<file path="config.mk">
export PLATFORM = sky130hd
export DESIGN_NAME = bp_table_sequencer
export DESIGN_NICKNAME = d
export VERILOG_FILES = /design/src/rtl/bp_table_sequencer.sv
export SDC_FILE = /design/constraint.sdc
export NUM_CORES = 1
export LEC_CHECK = 0
export CORE_MARGIN = 8
export CORE_UTILIZATION = 40
export CTS_BUF_LIST = sky130_fd_sc_hd__clkbuf_4 sky130_fd_sc_hd__clkbuf_8
export DETAILED_ROUTE_END_ITERATION = 8
export GPL_TIMING_DRIVEN = 0
export PLACE_DENSITY = 0.56
export SETUP_SLACK_MARGIN = 0.05
export SLEW_MARGIN = 20
export SYNTH_ARGS = -nofsm -noshare
export SYNTH_HDL_FRONTEND = slang
export SYNTH_SLANG_ARGS = --single-unit
</file>
<file path="constraint.sdc">
create_clock -name clk_i -period 5.25 [get_ports clk_i]
set_input_delay 0.7875 -clock clk_i [delete_from_list [all_inputs] [get_ports clk_i]]
set_output_delay 0.7875 -clock clk_i [all_outputs]
set_load 0.005 [all_outputs]
</file>
<file path="src/rtl/bp_table_sequencer.sv">
// bp_table_sequencer: single write-port owner for the branch predictor BTB/PHT.
// Arbitrates a full table-clear sweep against queued commit-stage updates.
// Optional feature macro: BP_SWEEP_ON_RESET_EN (reset enters the sweep so the
// tables are cleared before the first prediction; otherwise reset lands in IDLE).
module bp_table_sequencer #(
    parameter int INDEX_WIDTH   = 6,
    parameter int HISTORY_WIDTH = 8,
    parameter int FIFO_DEPTH    = 4
) (
    input  logic                     clk_i,
    input  logic                     rst_i,
    input  logic                     flush_req_i,
    output logic                     flush_busy_o,
    output logic                     flush_done_o,
    output logic                     pred_gate_o,
    input  logic                     upd_valid_i,
    output logic                     upd_ready_o,
    input  logic                     upd_btb_wr_i,
    input  logic [INDEX_WIDTH-1:0]   upd_btb_index_i,
    input  logic [HISTORY_WIDTH-1:0] upd_pht_index_i,
    input  logic                     upd_agree_i,
    output logic                     btb_wr_en_o,
    output logic [INDEX_WIDTH-1:0]   btb_wr_index_o,
    output logic                     btb_clear_o,
    output logic                     pht_wr_en_o,
    output logic [HISTORY_WIDTH-1:0] pht_wr_index_o,
    output logic                     pht_wr_agree_o,
    output logic                     pht_init_o
);

    // The sweep counter must cover the larger of the two tables.
    localparam int SW = (INDEX_WIDTH > HISTORY_WIDTH) ? INDEX_WIDTH : HISTORY_WIDTH;
    localparam int PW = $clog2(FIFO_DEPTH);
    localparam logic [SW-1:0] CNT_LAST = '1;

    typedef enum logic {
        IDLE,
        SWEEP
    } state_t;

`ifdef BP_SWEEP_ON_RESET_EN
    localparam state_t RESET_STATE = SWEEP;
`else
    localparam state_t RESET_STATE = IDLE;
`endif

    typedef struct packed {
        logic                     btb_wr;
        logic [INDEX_WIDTH-1:0]   btb_index;
        logic [HISTORY_WIDTH-1:0] pht_index;
        logic                     agree;
    } upd_t;

    state_t          state;
    state_t          state_next;
    logic [SW-1:0]   cnt;
    logic [SW-1:0]   cnt_next;
    logic            done_q;
    logic            done_next;

    upd_t            fifo_mem [FIFO_DEPTH];
    logic [PW:0]     wr_ptr;
    logic [PW:0]     rd_ptr;
    logic            fifo_empty;
    logic            fifo_full;
    logic            push;
    logic            pop;
    upd_t            head;
    upd_t            upd_in;

    // Pointers carry an extra wrap bit so full and empty are distinguishable.
    assign fifo_empty = (wr_ptr == rd_ptr);
    assign fifo_full  = (wr_ptr[PW] != rd_ptr[PW]) &&
                        (wr_ptr[PW-1:0] == rd_ptr[PW-1:0]);

    // Ready depends only on registered FIFO state, so a pop never frees a slot
    // for a push in the same cycle.
    assign upd_ready_o = !fifo_full && !flush_req_i;
    assign push        = upd_valid_i && upd_ready_o;
    assign pop         = (state == IDLE) && !fifo_empty && !flush_req_i;
    assign head        = fifo_mem[rd_ptr[PW-1:0]];

    assign upd_in.btb_wr    = upd_btb_wr_i;
    assign upd_in.btb_index = upd_btb_index_i;
    assign upd_in.pht_index = upd_pht_index_i;
    assign upd_in.agree     = upd_agree_i;

    assign flush_busy_o = (state == SWEEP);
    assign pred_gate_o  = (state == SWEEP);
    assign flush_done_o = done_q;

    // State, sweep counter and completion pulse registers.
    always_ff @(posedge clk_i or posedge rst_i) begin
        if (rst_i) begin
            state  <= RESET_STATE;
            cnt    <= '0;
            done_q <= 1'b0;
        end else begin
            state  <= state_next;
            cnt    <= cnt_next;
            done_q <= done_next;
        end
    end

    // Next-state logic: a flush always (re)starts the sweep from index 0.
    always_comb begin
        state_next = state;
        cnt_next   = cnt;
        done_next  = 1'b0;
        case (state)
            IDLE: begin
                if (flush_req_i) begin
                    state_next = SWEEP;
                    cnt_next   = '0;
                end
            end
            SWEEP: begin
                if (flush_req_i) begin
                    cnt_next = '0;
                end else if (cnt == CNT_LAST) begin
                    state_next = IDLE;
                    cnt_next   = '0;
                    done_next  = 1'b1;
                end else begin
                    cnt_next = cnt + SW'(1);
                end
            end
            default: begin
                state_next = RESET_STATE;
                cnt_next   = '0;
            end
        endcase
    end

    // FIFO pointers; a flush discards every queued (now stale) update.
    always_ff @(posedge clk_i or posedge rst_i) begin
        if (rst_i) begin
            wr_ptr <= '0;
            rd_ptr <= '0;
        end else if (flush_req_i) begin
            wr_ptr <= '0;
            rd_ptr <= '0;
        end else begin
            if (push) begin
                wr_ptr <= wr_ptr + (PW+1)'(1);
            end
            if (pop) begin
                rd_ptr <= rd_ptr + (PW+1)'(1);
            end
        end
    end

    // FIFO storage needs no reset; the pointers define which entries are live.
    always_ff @(posedge clk_i) begin
        if (push) begin
            fifo_mem[wr_ptr[PW-1:0]] <= upd_in;
        end
    end

    // Write-port mux: sweep has absolute priority, otherwise drain the FIFO head.
    always_comb begin
        btb_wr_en_o    = 1'b0;
        btb_wr_index_o = '0;
        btb_clear_o    = 1'b0;
        pht_wr_en_o    = 1'b0;
        pht_wr_index_o = '0;
        pht_wr_agree_o = 1'b0;
        pht_init_o     = 1'b0;
        if (!rst_i) begin
            if (state == SWEEP) begin
                pht_wr_en_o    = 1'b1;
                pht_wr_index_o = cnt[HISTORY_WIDTH-1:0];
                pht_init_o     = 1'b1;
                if ((cnt >> INDEX_WIDTH) == '0) begin
                    btb_wr_en_o    = 1'b1;
                    btb_wr_index_o = cnt[INDEX_WIDTH-1:0];
                    btb_clear_o    = 1'b1;
                end
            end else if (pop) begin
                pht_wr_en_o    = 1'b1;
                pht_wr_index_o = head.pht_index;
                pht_wr_agree_o = head.agree;
                if (head.btb_wr) begin
                    btb_wr_en_o    = 1'b1;
                    btb_wr_index_o = head.btb_index;
                end
            end
        end
    end

endmodule

</file>
==> results list, run 1 <==
- Bufs on Longest Clock Path: 2
- Core area: 9020 sq um
* FF-to-FF path depth: 4
* Most numerous cell on the critical path: sky130_fd_sc_hd__clkdlybuf4s50_1
- The most critical setup path has its endpoint at btb_wr_index_o[0].
- Area of the mapped netlist: 3640 sq um
- Endpoint of the worst-slack reg-to-reg timing path: fifo_mem[2][9]$_DFFE_PP_
* Synth Area per Inst: 14.6 sq um
- In this run the worst path has a maximum fanout of 9.
- Synthesis handed over a netlist of 250 instances.
- Hold repair after CTS inserted 0 buffers.
- DR pass1 iterations: 4
- Clock H-tree levels: 3
- In this run, post-CTS repair resized a total of 0 instances.
* Worst VDD drop: 0.165 mV
* Number of nets at the end of the flow: 329
- Setup slack at placement: 1.49 ns
* Number of vias in the routed layout: 2245
* Top cell type's share of synthesized area: 52.8%
- Buffers and inverters on the worst path: 4
- The critical path crosses 8 cells after its start point.
- Final critical-path required period: 3.83 ns
- Post-route core utilization: 48.6%
- Synth area leaders: sky130_fd_sc_hd__edfxtp_1 (53%), sky130_fd_sc_hd__dfrtp_1 (11%), sky130_fd_sc_hd__mux4_2 (6.8%)
- Unique masters post-synth: 45
* Highest attainable clock frequency: 0.261 GHz
- Summed over all nets, the switching power comes to 310 uW.
- Overflow left after global routing: 0
- Cell breakdown of the critical path: clkdlybuf4s50_1 -> nor2b_1 -> buf_2 -> nand2_1 -> inv_1 -> nor2_2 -> a211oi_1 -> clkdlybuf4s50_1
- After detailed routing, the average wire length per cell comes to 18.8 um.
- The detailed router finished its first iteration with 79 violations.
- For the worst setup path, the data required time is 4.46 ns.
- In the finished design, the share of the clock period the worst path needs comes to 73.0%.
- Counting flops with an async set or reset pin after synthesis yields a share of 20.0%.
- Library cell used as clock root buffer: sky130_fd_sc_hd__clkbuf_8
* Max stage delay on crit path: 0.58 ns
* Post-route antenna net violation count: 0
- After detailed routing, the number of remaining DRC violations is 0.
- Cell internal power was estimated by the tool at 931 uW.
- Headroom to the max-slew limit came out at 34.0%.
* Overall track demand over capacity in global routing: 12.9%
* Placed cell area: 4200 sq um
* Effective utilization at floorplan: 40.4%
- Combinational cells account for 7.8% of the total power.
* Die H: 111 um
- TritonCTS built the clock tree.
* Detailed placement HPWL: 5.32 mm
- The clock network is responsible for 34.6% of the overall power.
- Final hold violation count: 0
- First-pass GRT wire length: 12.6 mm
* Clock buffer count from CTS: 9
* Worst path arrival time: 3.04 ns
- Top library cells by usage in the layout, fill and taps aside: sky130_fd_sc_hd__edfxtp_1 (64), sky130_fd_sc_hd__clkdlybuf4s50_1 (42), sky130_fd_sc_hd__nand2_1 (23), sky130_fd_sc_hd__inv_1 (17), sky130_fd_sc_hd__dfrtp_1 (16)
* Total Wirelength: 7.87 mm
- RSZ-0062 raised after global routing: false
- Sequential cells burn 57.6% of the power.
* Std-Cell Rows: 35
- The largest total area in the synthesized netlist belongs to sky130_fd_sc_hd__edfxtp_1.
- Critical Path End Type: output pin
- Final Cell Area: 4390 sq um
- Counting every sink on the clock net gives 80.
- Setup tns final: 0 ns
* Pin count of the biggest net entering global routing: 17
* Most used DFF post-synth: sky130_fd_sc_hd__edfxtp_1
* Synth Warn #: 0
- Fraction of final layout cells with drive strength greater than 1: 16.9%
* Startpoint of the worst setup timing path: rst_i
- Setup slack on the worst flop-to-flop path: 2.77 ns
- Nature of the critical path startpoint: input pin
* Final-report max-slew violation count: 0
* Leading cell type in the layout, fill and taps excluded: sky130_fd_sc_hd__edfxtp_1
* Slowest CP cell: sky130_fd_sc_hd__clkdlybuf4s50_1
- Hold timing on the final database bottoms out at a slack of 0.558 ns.
* Count of endpoints failing setup in the final report: 0
- The area growth from synthesis to layout is 20.4%.
- Grouping stages by cell kind, the critical path spends the most delay in buffers and inverters.
* Skew final: 0.00334 ns
- Worst min-delay path class: reg2reg
- The tool flagged a number of max-cap violations equal to 0.
- The synthesized design contains 64 enable-type register cells.
- Final antenna diode count: 0
- Power density cells: 283 nW/um^2
- Final WS setup: 1.42 ns
* Number of flip-flops and latches in the synthesized netlist: 80
- Of the synthesized area, sequential elements account for 63.8%.
* Number of antenna violations at the first check in global routing: 0
* IO Count: 43
* Width of the chip: 111 um
- Clock latency reported for the late side of the worst-skew pair: 0.35 ns
- For this design the static power due to leakage is 1.53 nW.
- Once the clock tree was built, the setup fixing pass inserted 0 buffers.
- Mapped Nets: 276
- Switching power as a share of total power: 25.0%
- The run finished with clean final reports.
* I/O Buffers: 42
* Register clock-pin slew on the reported worst setup and hold paths: 0.08 ns
- Transition time at the pin with the least slew margin: 0.990 ns
- The worst setup path is of the in2out kind.
- Routability cong.: 0.828
* Vias in the first global route: 2287
- In the routed layout, each cell is associated on average with a via count of 5.36.
* Reg2reg start: rd_ptr[0]$_DFFE_PP0P_
- The die covers 12400 sq um.
power by group through the flow:
stage / Clock, mW / Combinational [mW] / Sequential (mW)
floorplan: 0 / 0.0515 / 0.727
global placement: 0 / 0.0964 / 0.729
detailed placement: 0 / 0.0978 / 0.729
CTS: 0.439 / 0.0979 / 0.715
global route: 0.465 / 0.107 / 0.717
finish: 0.429 / 0.0966 / 0.715
worst min-delay path by stage:
stage / depth (start not counted) / endpoint / start / slack, ns
2_1_floorplan: 1 / cnt[5]$_DFFE_PP0P_ / cnt[5]$_DFFE_PP0P_ / 0.50
3_3_place_gp: 1 / cnt[5]$_DFFE_PP0P_ / cnt[5]$_DFFE_PP0P_ / 0.54
3_5_place_dp: 1 / cnt[5]$_DFFE_PP0P_ / cnt[5]$_DFFE_PP0P_ / 0.54
4_1_cts: 1 / cnt[5]$_DFFE_PP0P_ / cnt[5]$_DFFE_PP0P_ / 0.55
5_1_grt: 1 / cnt[5]$_DFFE_PP0P_ / cnt[5]$_DFFE_PP0P_ / 0.59
6_report: 1 / cnt[5]$_DFFE_PP0P_ / cnt[5]$_DFFE_PP0P_ / 0.56
registers in the layout, summed over array words and instances (netlist names):
signal	flops
cnt	8
fifo_mem	64
flush_busy_o	1
flush_done_o	1
rd_ptr	3
wr_ptr	3
final cells by class:
class	instances	area (sq um)
Fill cell	792	4630
Sequential cell	80	2320
Multi-Input combinational cell	138	1170
Timing Repair Buffer	42	420
Tap cell	111	139
Clock buffer	9	124
Buffer	15	90.1
Inverter	17	63.8
Clock inverter	7	61.3
cells in the mapped netlist, types with 4 or more instances:
| master | count |
|---|---|
| sky130_fd_sc_hd__nor3_1 | 4 |
| sky130_fd_sc_hd__nor2b_1 | 5 |
| sky130_fd_sc_hd__ha_1 | 6 |
| sky130_fd_sc_hd__nand2_1 | 23 |
| sky130_fd_sc_hd__xor2_1 | 4 |
| sky130_fd_sc_hd__inv_1 | 17 |
| sky130_fd_sc_hd__mux2_2 | 8 |
| sky130_fd_sc_hd__dfrtp_1 | 16 |
| sky130_fd_sc_hd__a311oi_1 | 4 |
| sky130_fd_sc_hd__buf_2 | 5 |
| sky130_fd_sc_hd__mux4_2 | 11 |
| sky130_fd_sc_hd__o21ai_0 | 12 |
| sky130_fd_sc_hd__nand3_1 | 4 |
| sky130_fd_sc_hd__a221oi_1 | 4 |
| sky130_fd_sc_hd__edfxtp_1 | 64 |
| sky130_fd_sc_hd__nor2_1 | 8 |
| sky130_fd_sc_hd__clkbuf_1 | 4 |
| sky130_fd_sc_hd__a31oi_1 | 4 |
| sky130_fd_sc_hd__and2_1 | 4 |
through the flow:
stage / power [mW] / std cells
3_3_place_gp: 0.825 / 403
5_1_grt: 1.29 / 419
4_1_cts: 1.25 / 419
6_report: 1.24 / 419
2_1_floorplan: 0.779 / 250
3_5_place_dp: 0.827 / 403
cells by family after synthesis:
logic type | Yosys count | share of synthesized area, %
adders and majority gates | 6 | 2.06
xor gates and xnor gates | 8 | 2.13
muxes | 24 | 11.5
and+or+nand+nor | 56 | 7.32
DFF | 80 | 63.8
buffers and inverters | 32 | 4.22
AOI/OAI and AO/OA | 44 | 8.97
per-layer routing:
| metal | vias up | GRT usage [%] | wire [um] |
|---|---|---|---|
| li1 | 1066 | - | - |
| met1 | 1103 | 16.9 | 3680 |
| met2 | 72 | 20.0 | 3730 |
| met3 | 4 | 3.44 | 350 |
| met4 | 0 | 4.80 | 98 |
| met5 | - | 0 | 0 |
(Power assumes the default switching activity.)
==> run 2: changes to the inputs <==
Clock period 5.25 ns to 3.69 ns, I/O delays scaled along.
==> results of run 2 <==
The final DEF is identical to that of run 1. Status: completed.
Main changes from that run: setup slack after placement 1.49 ns -> 0.396 ns; setup slack after layout 1.42 ns -> 0.328 ns; register-to-register setup slack 2.77 ns -> 1.21 ns; total power 1.24 mW -> 1.77 mW; worst IR drop on VDD 0.165 mV -> 0.235 mV
==> run 3: changes to the inputs <==
--- a/constraint.sdc
+++ b/constraint.sdc
@@ -3,2 +3,2 @@
 set_output_delay 0.5535 -clock clk_i [all_outputs]
-set_load 0.005 [all_outputs]
+set_load 0.02 [all_outputs]
==> results of run 3 <==
The final DEF is identical to that of run 1. Status: completed.
Main changes from that run: setup slack after placement 1.49 ns -> 0.293 ns; setup slack after layout 1.42 ns -> 0.225 ns; register-to-register setup slack 2.77 ns -> 1.21 ns; total power 1.24 mW -> 1.77 mW; worst IR drop on VDD 0.165 mV -> 0.235 mV
